[src/rtl/dcache_miss_ctrl.sv]
// dcache_miss_ctrl: write-back, write-allocate data-cache controller for a 2-way SRAM with miss writeback/refill FSM
module dcache_miss_ctrl #(
  parameter int WORD_W  = 32,
  parameter int LINE_W  = 256,
  parameter int INDEX_W = 4
) (
  input  logic                  clk_i,
  input  logic                  rst_i,
  input  logic [31:0]           cpu_addr_i,
  input  logic [WORD_W-1:0]     cpu_data_i,
  input  logic                  cpu_MemRead_i,
  input  logic                  cpu_MemWrite_i,
  output logic [WORD_W-1:0]     cpu_data_o,
  output logic                  cpu_stall_o,
  output logic [INDEX_W-1:0]    sram_addr_o,
  output logic [31-INDEX_W-3:0] sram_tag_o,
  output logic [LINE_W-1:0]     sram_data_o,
  output logic                  sram_enable_o,
  output logic                  sram_write_o,
  input  logic [31-INDEX_W-3:0] sram_tag_i,
  input  logic [LINE_W-1:0]     sram_data_i,
  input  logic                  sram_hit_i,
  output logic [31:0]           mem_addr_o,
  output logic [LINE_W-1:0]     mem_data_o,
  output logic                  mem_enable_o,
  output logic                  mem_write_o,
  input  logic [LINE_W-1:0]     mem_data_i,
  input  logic                  mem_ack_i
);
  localparam int TAG_W = 32 - INDEX_W - 5;
  typedef enum logic [2:0] {IDLE, MISS, WRITEBACK, REFILL, FILLDONE} state_t;
  state_t state, state_nxt;
  logic req, hit, dirty, fill, unused_lsb;
  logic [TAG_W-1:0] tag;
  logic [INDEX_W-1:0] set;
  logic [2:0] word;
  logic [LINE_W-1:0] line;
  assign req        = cpu_MemRead_i | cpu_MemWrite_i;
  assign tag        = cpu_addr_i[31:32-TAG_W];
  assign set        = cpu_addr_i[INDEX_W+4:5];
  assign word       = cpu_addr_i[4:2];
  assign unused_lsb = ^cpu_addr_i[1:0];
  assign hit        = state == IDLE && sram_hit_i;
  assign dirty      = sram_tag_i[TAG_W+1] & sram_tag_i[TAG_W];
  assign fill       = state == REFILL && mem_ack_i;
  assign sram_addr_o = set;
  assign cpu_data_o  = sram_data_i[word*WORD_W +: WORD_W];
  always_ff @(posedge clk_i or negedge rst_i)
    if (!rst_i) state <= IDLE;
    else state <= state_nxt;
  always_comb begin
    state_nxt = state;
    case (state)
      IDLE:      if (req && !sram_hit_i) state_nxt = MISS;
      MISS:      state_nxt = dirty ? WRITEBACK : REFILL;
      WRITEBACK: if (mem_ack_i) state_nxt = REFILL;
      REFILL:    if (mem_ack_i) state_nxt = FILLDONE;
      default:   state_nxt = IDLE;
    endcase
  end
  // A store hit merges into the line being read; a refill writes the raw memory line as clean.
  always_comb begin
    line = sram_data_i;
    line[word*WORD_W +: WORD_W] = cpu_data_i;
    cpu_stall_o   = req & ~hit;
    sram_enable_o = (state == IDLE || state == MISS) ? req : fill;
    sram_write_o  = fill | (hit & cpu_MemWrite_i);
    sram_tag_o    = {1'b1, ~fill, tag};
    sram_data_o   = fill ? mem_data_i : line;
  end
  // WRITEBACK hands straight over to the refill read so the request never drops between them.
  always_ff @(posedge clk_i or negedge rst_i)
    if (!rst_i) begin
      mem_enable_o <= 1'b0;
      mem_write_o  <= 1'b0;
      mem_addr_o   <= '0;
      mem_data_o   <= '0;
    end else if (state == MISS) begin
      mem_enable_o <= 1'b1;
      mem_write_o  <= dirty;
      mem_addr_o   <= {dirty ? sram_tag_i[TAG_W-1:0] : tag, set, 5'b0};
      mem_data_o   <= sram_data_i;
    end else if (state == WRITEBACK && mem_ack_i) begin
      mem_write_o  <= 1'b0;
      mem_addr_o   <= {tag, set, 5'b0};
    end else if (fill) begin
      mem_enable_o <= 1'b0;
    end
endmodule

[config.mk]
export PLATFORM = sky130hd
export DESIGN_NAME = dcache_miss_ctrl
export DESIGN_NICKNAME = d
export VERILOG_FILES = /design/src/rtl/dcache_miss_ctrl.sv
export SDC_FILE = /design/constraint.sdc
export NUM_CORES = 1
export LEC_CHECK = 0
export CAP_MARGIN = 10
export CORE_AREA = 3 3 474 476
export CTS_CLUSTER_DIAMETER = 40
export DETAILED_ROUTE_END_ITERATION = 7
export DIE_AREA = 0 0 477 479
export SYNTH_ARGS = -nofsm -noshare
export SYNTH_HDL_FRONTEND = slang
export SYNTH_SLANG_ARGS = --single-unit
[constraint.sdc]
create_clock -name clk_i -period 4.1 [get_ports clk_i]
set_clock_uncertainty 0.05 [all_clocks]
set_input_delay 0.41 -clock clk_i [delete_from_list [all_inputs] [get_ports clk_i]]
set_output_delay 0.41 -clock clk_i [all_outputs]
set_load 0.03 [all_outputs]
## Yosys cells after proc, flatten, opt, wreduce, memory -nomap -nowiden

Index checks and enable logic that the tools add are counted.

- Register bits after elaboration: 293
- Input port bits: 607
- Word-level logic and storage cells: 50
- Bits in latches: 0
- Bits in read-only memories: 0
- Memories kept: 0
- Bits in writable memories: 0
- Output and inout bits: 610

- Eq/ne operators: 7
- Reduce and logical (&&, ||, !) cells: 11
- Divide/modulo/power cells: 0
- Shift operators: 3
- Multipliers: 0
- Bitwise gates (word level): 7
- Add/subtract/negate cells: 1
- Order comparisons: 0
- Muxes and demuxes: 16

Operator list:

| kind | number |
|---|---|
| $bwmux W256 | 1 |
| $mux W256 | 1 |
| $shift A32 B34 Y256 const A | 1 |
| $shiftx A256 B9 Y32 | 1 |
| $shiftx A32 B34 Y256 | 1 |
| $mux W32 | 2 |
| $neg A8 Y34 | 1 |
| $mux W23 | 1 |
| $pmux W3 S4 | 1 |
| $mux W3 | 3 |
| $ne A2 B2 Y1 const B | 4 |
| $mux W1 | 7 |
| $eq A3 B2 Y1 const B | 2 |
| $logic_and A1 B1 Y1 | 4 |
| $reduce_bool A2 Y1 | 2 |
| $and A1 B1 Y1 | 3 |
| $eq A3 B1 Y1 const B | 1 |
| $logic_not A3 Y1 | 1 |
| $reduce_and A3 Y1 | 1 |
| $not A1 Y1 | 2 |
| $or A1 B1 Y1 | 2 |
| $reduce_and A2 Y1 | 1 |
| $logic_not A1 Y1 | 1 |
| $logic_or A1 B1 Y1 | 1 |

## Longest topological paths before layout

Gate-level depths: netlist of the first run.

- Depth in word-level cells: 5
- Mapped depth: 12
- Mapped depth without buffers: 6

## Least setup slack after synthesis of the first run

Ideal clock, no wire load.

- Path type: input to output
- Start: in cpu_addr_i[3]
- End: out sram_data_o[28]
- Required time: 3640 ps
- Stages on the path: 12
- Path slack: 320 ps
- Buffers on the path: 6
- Data arrival time: 3320 ps
- Cells stage by stage: clkbuf_1 clkbuf_1 buf_1 inv_1 ha_1 ha_1 buf_2 or4b_1 clkbuf_1 clkbuf_1 o211ai_1 nand3_1

- Longest elaborated chain between the ends: 4
- Elaborated cells on any way between the ends: 5
- Classes of those cells: 1 x add/sub; 2 x shift; 2 x mux

RTL lines:

| item | line | source |
|---|---|---|
| start: declaration | 9 | `input logic [31:0] cpu_addr_i,` |
| $neg A8 Y34 (*) | 64 | `line[word*WORD_W +: WORD_W] = cpu_data_i;` |
| $shiftx A32 B34 Y256 / $shift A32 B34 Y256 (equally long branches) | 64 |  |
| $bwmux W256 (*) | 64 |  |
| $mux W256 (*) | 69 | `sram_data_o = fill ? mem_data_i : line;` |
| end: declaration | 17 | `output logic [LINE_W-1:0] sram_data_o,` |

Mark *: on every way between the ends. The rest lies on a longest branch, timed or not.

## Worst setup path in the final report of the first run

- Start: reg state[1]
- End: out sram_data_o[86]

- Longest elaborated chain between the ends: 3

RTL lines:

| item | line | source |
|---|---|---|
| start: declaration | 32 | `state_t state, state_nxt;` |
| start signal: assignment | 50 | `else state <= state_nxt;` |
| $eq A3 B2 Y1 | 45 | `assign fill = state == REFILL && mem_ack_i;` |
| $logic_and A1 B1 Y1 | 45 |  |
| $mux W256 | 69 |  |

No other way between the ends.

==> impl_summary.txt, run 1 <==
----------------------------------------------------
[Synthesis]
  Average size of a mapped cell ... 8.35 um2
  Post-synthesis sequential element count ... 288
  Number of distinct standard cells referenced by the synthesized netlist ... 57
  Biggest area consumer among synthesized cells ... sky130_fd_sc_hd__dfrtp_1
  Number of warnings reported in the yosys synthesis log ... 0
  Top post-synthesis cells by area ... sky130_fd_sc_hd__dfrtp_1 38%, sky130_fd_sc_hd__nand2_1 18%, sky130_fd_sc_hd__a221o_1 11%, sky130_fd_sc_hd__mux4_2 7.5%, sky130_fd_sc_hd__clkbuf_1 3.0%
  Most used flip-flop cell after synthesis ... sky130_fd_sc_hd__dfrtp_1
  Area share of the largest cell type after synthesis ... 37.7%
  Cell count after synthesis ... 2,289
  Count of flip-flops with a built-in enable after synthesis ... 0
  Sequential-to-total area share from yosys stat ... 37.7%
  Post-synth ARST share ... 100%
  Netlist Area Pre-Place ... 19,100 um2

[Global routing]
  Antenna violations before repair ... 192
  Global-route wire length before repair ... 322,000 um
  Vias in the first global route ... 25,500
  Final global-route overflow total ... 0
  Pin count of the biggest net entering global routing ... 108
  Total global routing track utilization ... 22.4%

[Cells and area]
  Most common library cell in the layout ignoring fill and taps ... sky130_fd_sc_hd__clkdlybuf4s50_1
  NumNets Final ... 4,069
  Signed area change from the synthesized netlist to the final layout ... 112%
  Layout filler cell count ... 24,500
  Share of final-layout standard cells stronger than drive strength 1 ... 18.6%
  Total area of multi-input combinational cells ... 10,800 um2
  Combined flip-flop and latch cell area ... 7210 um2
  Commonest cells after routing, fill and taps aside ... 944 x sky130_fd_sc_hd__clkdlybuf4s50_1, 911 x sky130_fd_sc_hd__nand2_1, 288 x sky130_fd_sc_hd__dfrtp_1, 278 x sky130_fd_sc_hd__buf_12, 211 x sky130_fd_sc_hd__a221o_1
  Filler-free cell count of the finished design ... 6,558

[Detailed routing]
  Detailed Routing Iterations Pass 1 ... 6
  DRC errors left ... 0
  Remaining number of nets flagged by the antenna check after routing ... 0
  Via count of the routed design ... 26,300
  Detailed-route wire length ... 266,000 um
  Via density per instance ... 4.01
  First DRT Iteration DRCs ... 2,332
  WL/cell ... 40.5 um

[CTS]
  Max Root-Sink Buffers ... 3
  Clock-pin slew reported for the worst setup and hold paths after clock tree synthesis ... 50 ps
  Number of buffers inserted during clock tree synthesis ... 75
  Clock insertion delay at the later pin of the skew report ... 710 ps
  Cts repair resizes ... 0
  Level count of the clock H-tree ... 3
  Clock tree root driver cell ... sky130_fd_sc_hd__clkbuf_16
  TritonCTS clock tree ... yes
  Sinks on the clock net ... 288

[Run]
  Count of maximum capacitance violations ... 0

[Placed design]
  Cell Count Post-Placement ... 6,353
  Post-detail-place hpwl ... 228,000 um
  Placer's final routability congestion estimate ... 0.913
  Quantity of I/O buffers inserted on ports ... 1,208

[Floorplan]
  Starting density of the core ... 8.63%
  Number of standard-cell rows in the floorplan ... 173
  Die height ... 479 um
  Floorplan Core Area ... 221,000 um2
  Horiz. Die Dim ... 477 um
  I/O pin count ... 1,217
  Die Footprint ... 228,000 um2

[STA]
  Max-slew headroom ... 31.1%
  Maximum achievable frequency ... 251 MHz
  Total negative slack ... 0 ps
  Max Slew Vio Count ... 0
  Actual transition at the worst max-transition pin ... 1030 ps
  Endpoints failing setup ... 0
  Min Tclk post-route ... 3980 ps
  Final Hold Fails ... 0
  Unrepaired setup endpoints after global routing ... false
  Final Cycle Share ... 97.0%

[Critical path]
  CP max stage cell ... sky130_fd_sc_hd__and4b_4
  Required time of the worst setup path ... 3640 ps
  Category of the most critical setup path ... reg2out
  Most frequent cell on the critical path ... sky130_fd_sc_hd__buf_12
  Worst Path Buf+Inv ... 4
  Crit Path Max Fanout ... 13
  Register-to-register setup slack ... 1490 ps
  Ordered cell list for the critical path ... and4b_4, buf_4, nor4_4, buf_12, buf_12, a221o_1, buf_12
  Kind of cell adding the most delay to the critical path ... buffers and inverters
  Worst setup EP type ... output pin
  CP peak stage delay ... 650 ps
  Kind of launch point of the worst setup path ... flip-flop
  WP data arrival ... 3520 ps

[Run status]
  Run status ... finished clean

[Power]
  Total power divided by cell area ... 757 nW/um2
  Cell leakage power ... 16.4 nW
  Max VDD drop ... 422 uV

[Hold path]
  Class of the tightest hold or removal check ... in2async

----------------------------------------------------
==> power breakdown <==
part	leakage (nW)	switching [mW]	internal [mW]	total, mW
Combinational	11.7	11.9	7.46	19.4
Clock	1.23	2.30	3.89	6.19
Sequential	3.51	0.834	4.29	5.12
==> final cells by class <==
| cell class | count | area share [%] |
|---|---|---|
| Sequential cell | 288 | 17.8 |
| Antenna cell | 67 | 0.413 |
| Clock buffer | 90 | 4.99 |
| Clock inverter | 47 | 1.40 |
| Tap cell | 2975 | 9.17 |
| Multi-Input combinational cell | 1723 | 26.6 |
| Inverter | 6 | 0.0678 |
| Timing Repair Buffer | 1362 | 39.6 |
==> flip-flops by register name (all words and copies together) (netlist names) <==
| signal | count |
|---|---|
| mem_addr_o | 27 |
| mem_write_o | 1 |
| mem_data_o | 256 |
| state | 3 |
| mem_enable_o | 1 |
==> final timing paths <==
| check | from | to | depth (start not counted) |
|---|---|---|---|
| max reg2reg | state[0]$_DFFE_PN0P_ | mem_data_o[231]$_DFFE_PN0P_ | 4 |
| min reg2reg | mem_data_o[140]$_DFFE_PN0P_ | mem_data_o[140]$_DFFE_PN0P_ | 2 |
| min in group clk_i | sram_data_i[182] | mem_data_o[182]$_DFFE_PN0P_ | 3 |
| max in group asynchronous | rst_i | mem_data_o[166]$_DFFE_PN0P_ | 3 |
| min | rst_i | mem_addr_o[10]$_DFFE_PN0P_ | 2 |
| max | state[1]$_DFFE_PN0P_ | sram_data_o[86] | 7 |
==> synth_stat cells, drive strengths merged (2+ instances only) <==
cell and number:
and3 26, o21ai 23, buf 122, ha 6
a221o 211, nor2b 7, conb 2, nor3 38
nand4b 2, and2 147, mux4 64, clkbuf 153
or2 3, nor2 5, nand4 63, dfrtp 288
nand2b 8, inv 6, nand2 911, or4b 2
nor4 33, or4bb 26, nor4b 3, a31oi 30
o211ai 44, nand3 44, mux2 4
==> per-layer routing <==
metal / up-vias / GRT usage (%) / wire length [um]
li1: 10500 / - / -
met1: 13000 / 25.4 / 101000
met2: 2068 / 34.2 / 115000
met3: 583 / 11.9 / 34800
met4: 124 / 10.9 / 15000
met5: - / 0 / 891
==> timing repair <==
item	4_1_cts	5_1_grt
hold endpoints to repair	50	0
setup buffers	0	0
hold buffers	1	0
==> metrics by stage <==
step	util, %	hold WS [ps]	power, mW	setup slack [ps]	area, um2
final	18.3	218	30.7	121	40600
after global routing	18.3	223	32.0	38.3	40500
after CTS	18.2	175	31.1	120	40400
after detailed placement	17.1	406	24.7	531	37800
after global placement	17.1	396	24.5	556	37800
after floorplan	-	64.4	13.4	320	19100
==> kinds of logic after synthesis <==
family | synth area share [%]
flops | 37.7
compound gates | 14.9
xor+xnor | 0.0458
fa+ha+maj | 0.393
buf+inv | 6.89
mux | 7.78
other cells | 0.0393
simple gates | 32.2
(Power assumes the default switching activity.)
==> run 2: changes to the inputs <==
--- a/config.mk
+++ b/config.mk
@@ -5,11 +5,12 @@
 export SDC_FILE = /design/constraint.sdc
 export NUM_CORES = 1
 export LEC_CHECK = 0
+export ABC_AREA = 1
 export CAP_MARGIN = 10
-export CORE_AREA = 3 3 474 476
+export CORE_AREA = 3 3 477 479
 export CTS_CLUSTER_DIAMETER = 40
 export DETAILED_ROUTE_END_ITERATION = 7
-export DIE_AREA = 0 0 477 479
+export DIE_AREA = 0 0 480 482
 export SYNTH_ARGS = -nofsm -noshare
 export SYNTH_HDL_FRONTEND = slang
 export SYNTH_SLANG_ARGS = --single-unit
==> run 2 against run 1 <==
Cell count increased by 17%. Die area is 1.3% higher. Critical path depth increased by 3. Sequential power is 1% lower. Clock power grew 15%. Utilization is 0.27 points higher. Routed wire length is 1.5% lower. Synthesized cell count grew 53%. Non-clock buffer count fell by 67. Combinational power down 7%. Area after synthesis grew 10%. Largest cell class unchanged. Largest power group unchanged.
==> impl_summary.txt, run 2 <==
----------------------------------------------------
[Synthesis]
  Cell count after synthesis ... 3,497 (+53%)
  Post-synth ARST share ... 100% (unchanged)
  Post-synthesis sequential element count ... 288 (unchanged)
  Commonest cells post-synth ... 1,597 x sky130_fd_sc_hd__nand2_1, 355 x sky130_fd_sc_hd__o21ai_0, 346 x sky130_fd_sc_hd__inv_1, 346 x sky130_fd_sc_hd__nand3_1, 288 x sky130_fd_sc_hd__dfrtp_1
  Count of flip-flops with a built-in enable after synthesis ... 0 (unchanged)
  Most common cell in the synthesized netlist ... sky130_fd_sc_hd__nand2_1
  Biggest area consumer among synthesized cells ... sky130_fd_sc_hd__dfrtp_1
  Number of distinct standard cells referenced by the synthesized netlist ... 27 (-53%)
  Most used flip-flop cell after synthesis ... sky130_fd_sc_hd__dfrtp_1
  Top post-synthesis cells by area ... sky130_fd_sc_hd__dfrtp_1 34%, sky130_fd_sc_hd__nand2_1 28%, sky130_fd_sc_hd__o21ai_0 8.4%, sky130_fd_sc_hd__nand3_1 8.2%, sky130_fd_sc_hd__inv_1 6.2%
  Netlist Area Pre-Place ... 21,100 um2 (+10%)
  Average size of a mapped cell ... 6.03 um2 (-28%)
  Number of warnings reported in the yosys synthesis log ... 0 (unchanged)
  Sequential-to-total area share from yosys stat ... 34.2% (-3.6 points)
  Area share of the largest cell type after synthesis ... 34.2% (-3.6 points)

[Critical path]
  CP peak stage delay ... 740 ps (+90 ps)
  Most frequent cell on the critical path ... sky130_fd_sc_hd__nand2_1
  Worst setup EP type ... output pin
  Category of the most critical setup path ... in2out
  Beginning of the worst register-to-register path ... state[1]$_DFFE_PN0P_
  Kind of cell adding the most delay to the critical path ... simple AND/OR/NAND/NOR gates
  Register-to-register setup slack ... 1880 ps (+390 ps)
  Kind of launch point of the worst setup path ... input port
  Worst Path Buf+Inv ... 3 (-1)
  CP max stage cell ... sky130_fd_sc_hd__nor3_1
  Required time of the worst setup path ... 3640 ps (about the same)
  Ordered cell list for the critical path ... buf_4, clkinv_2, ha_2, ha_1, nor3_1, nand2_1, nand2_1, nand3_1, nand2_1, buf_12
  Crit Path Max Fanout ... 21 (+8)
  Cell count of the worst reg-to-reg path ... 6 (+2)
  WP data arrival ... 3250 ps (-270 ps)
  Worst flop-to-flop path endpoint ... mem_addr_o[24]$_DFFE_PN0P_

[Hold path]
  End of the worst hold path ... mem_addr_o[7]$_DFFE_PN0P_
  Startpoint of the lowest-slack hold path ... cpu_addr_i[7]
  Cell depth of the worst hold path ... 3
  Class of the tightest hold or removal check ... in2reg

[Power]
  Net Sw Power ... 14.5 mW (-3.5%)
  Sequential group share of total power ... 16.7% (about the same)
  P_int ... 15.7 mW (+0.58%)
  Cell leakage power ... 19.2 nW (+17%)
  Max VDD drop ... 452 uV (+7.0%)
  Power share of the combinational group ... 59.7% (-3.5 points)
  PnR Total Power ... 30.3 mW (-1.4%)
  Fraction of power spent switching nets ... 48.0% (-1.0 points)
  Total power divided by cell area ... 727 nW/um2 (-4.0%)
  Clock share of power ... 23.6% (+3.5 points)

[Cells and area]
  Most common library cell in the layout ignoring fill and taps ... sky130_fd_sc_hd__nand2_1
  Combined flip-flop and latch cell area ... 7210 um2 (unchanged)
  Share of final-layout standard cells stronger than drive strength 1 ... 11.8% (-6.8 points)
  Commonest cells after routing, fill and taps aside ... 1,596 x sky130_fd_sc_hd__nand2_1, 916 x sky130_fd_sc_hd__clkdlybuf4s50_1, 355 x sky130_fd_sc_hd__o21ai_0, 346 x sky130_fd_sc_hd__inv_1, 345 x sky130_fd_sc_hd__nand3_1
  Filler-free cell count of the finished design ... 7,698 (+17%)
  NumNets Final ... 5,196 (+28%)
  Register with the most flip-flops ... mem_data_o
  Signed area change from the synthesized netlist to the final layout ... 97.3%
  Largest registers ... mem_data_o x256, mem_addr_o x27, state x3
  Layout filler cell count ... 25,400 (+3.8%)
  Max reg flops ... 256 (unchanged)
  Total area of multi-input combinational cells ... 11,100 um2 (+3.2%)

[Placed design]
  Quantity of I/O buffers inserted on ports ... 1,208 (unchanged)
  Cell Count Post-Placement ... 7,494 (+18%)
  Post-detail-place hpwl ... 229,000 um (+0.29%)
  Placer's final routability congestion estimate ... 0.973 (+6.7%)

[CTS]
  Sinks on the clock net ... 288 (unchanged)
  TritonCTS clock tree ... yes
  Clock tree root driver cell ... sky130_fd_sc_hd__clkbuf_16
  Clock-pin slew reported for the worst setup and hold paths after clock tree synthesis ... 50 ps (about the same)
  Number of buffers inserted during clock tree synthesis ... 78 (+4.0%)
  Clock insertion delay at the later pin of the skew report ... 680 ps (-30 ps)
  Cts repair resizes ... 0 (unchanged)
  Max Root-Sink Buffers ... 3 (unchanged)
  Level count of the clock H-tree ... 3 (unchanged)

[Global routing]
  Fraction of met1 tracks used by global routing ... 28.5% (+3.2 points)
  Final global-route overflow total ... 0 (unchanged)
  Pin count of the biggest net entering global routing ... 162 (+50%)
  Total global routing track utilization ... 21.6% (-0.71 points)
  Vias in the first global route ... 27,600 (+8.2%)
  Global-route wire length before repair ... 319,000 um (-1.0%)
  Grt met2 use ... 29.3% (-4.9 points)
  Layer with the highest usage after global routing ... met2
  Antenna violations before repair ... 176 (-8.3%)
  Grt met3 use ... 11.3% (-0.61 points)

[STA]
  Maximum achievable frequency ... 269 MHz (+7.2%)
  Worst Hold Slack ... 254 ps (+35.8 ps)
  Min Tclk post-route ... 3710 ps (-267 ps)
  Final Hold Fails ... 0 (unchanged)
  Max Slew Vio Count ... 0 (unchanged)
  Unrepaired setup endpoints after global routing ... false
  Total negative slack ... 0 ps (unchanged)
  Actual transition at the worst max-transition pin ... 1030 ps (-1.43 ps)
  Max-slew headroom ... 30.4% (-0.63 points)
  Final Cycle Share ... 90.5% (-6.5 points)
  Endpoints failing setup ... 0 (unchanged)

[Detailed routing]
  WL/cell ... 34.0 um (-16%)
  Detailed-route wire length ... 262,000 um (-1.5%)
  Via count of the routed design ... 29,500 (+12%)
  Via density per instance ... 3.84 (-4.3%)
  Detailed Routing Iterations Pass 1 ... 6 (unchanged)
  DRC errors left ... 0 (unchanged)
  First DRT Iteration DRCs ... 3,309 (+42%)
  Remaining number of nets flagged by the antenna check after routing ... 0 (unchanged)

[Floorplan]
  I/O pin count ... 1,217 (unchanged)
  Die Footprint ... 231,000 um2 (+1.3%)
  Number of standard-cell rows in the floorplan ... 174 (+0.58%)
  Horiz. Die Dim ... 480 um (+0.63%)
  Starting density of the core ... 9.42% (+0.79 points)
  Floorplan Core Area ... 224,000 um2 (+1.2%)
  Die height ... 482 um (+0.63%)

[Run]
  Count of maximum capacitance violations ... 0 (unchanged)

[Run status]
  Run status ... finished clean

----------------------------------------------------
run 2: cell families (layout without fill, tap and decap cells):
group           Yosys count  count (layout)  share of synthesized area, %
compound gates          484             484                          11.9
simple gates           2064            2064                          40.1
other cells               2              65                        0.0356
buf+inv                 653            1799                          13.5
fa+ha+maj                 6               6                         0.356
flops                   288             288                          34.2
run 2: per-stage QoR:
stage               setup slack, ps  cell area, um2  utilization, %
floorplan                      1170           21100               -
global placement                270           38500            17.2
detailed placement              370           38500            17.2
CTS                             328           41500            18.5
global route                    312           41600            18.6
finish                          389           41600            18.6
run 2: per-layer routing:
layer,share of wire (%),wire [um]
met1,44,114000
met5,0.26,687
met2,39,102000
met3,14,35300
met4,3.7,9560
run 2: worst max path at each step:
| stage | startpoint | endpoint | depth (start not counted) |
|---|---|---|---|
| 2_1_floorplan | cpu_addr_i[2] | sram_data_o[10] | 12 |
| 3_3_place_gp | cpu_addr_i[3] | sram_data_o[140] | 12 |
| 3_5_place_dp | cpu_addr_i[3] | sram_data_o[79] | 10 |
| 4_1_cts | state[2]$_DFFE_PN0P_ | sram_data_o[65] | 8 |
| 5_1_grt | state[2]$_DFFE_PN0P_ | sram_data_o[226] | 9 |
| 6_report | cpu_addr_i[3] | sram_data_o[79] | 10 |
run 2: final cells by class:
class | instances | area share, %
antenna | 59 | 0.355
clock buffer | 90 | 4.92
clock inverter | 54 | 2.21
inverter | 360 | 3.27
multi-input combinational | 2560 | 26.7
sequential | 288 | 17.3
tap | 2992 | 8.99
timing repair buffer | 1295 | 36.2
run 2: worst reg2reg max path, cell delays in order (launching register included):
cell and delay (ps):
sky130_fd_sc_hd__dfrtp_1 420, sky130_fd_sc_hd__inv_2 140, sky130_fd_sc_hd__nand3_4 280, sky130_fd_sc_hd__nand2_4 490
sky130_fd_sc_hd__inv_2 440, sky130_fd_sc_hd__nand2_1 220, sky130_fd_sc_hd__nand2_1 60
run 2: power by group through the flow:
stage                     combinational, mW  sequential [mW]  clock, mW
after floorplan                        5.33             7.73          0
after global placement                 18.2             5.03          0
after detailed placement               18.2             5.06          0
after CTS                              18.3             5.05       7.31
after global routing                   19.1             5.22       7.41
final                                  18.1             5.06       7.14
run 2: repair_timing:
action | 4_1_cts | 5_1_grt
setup buffers | 0 | 0
hold endpoints to repair | 51 | 0
endpoints found under the setup margin | 0 | 0
hold buffers | 1 | 0
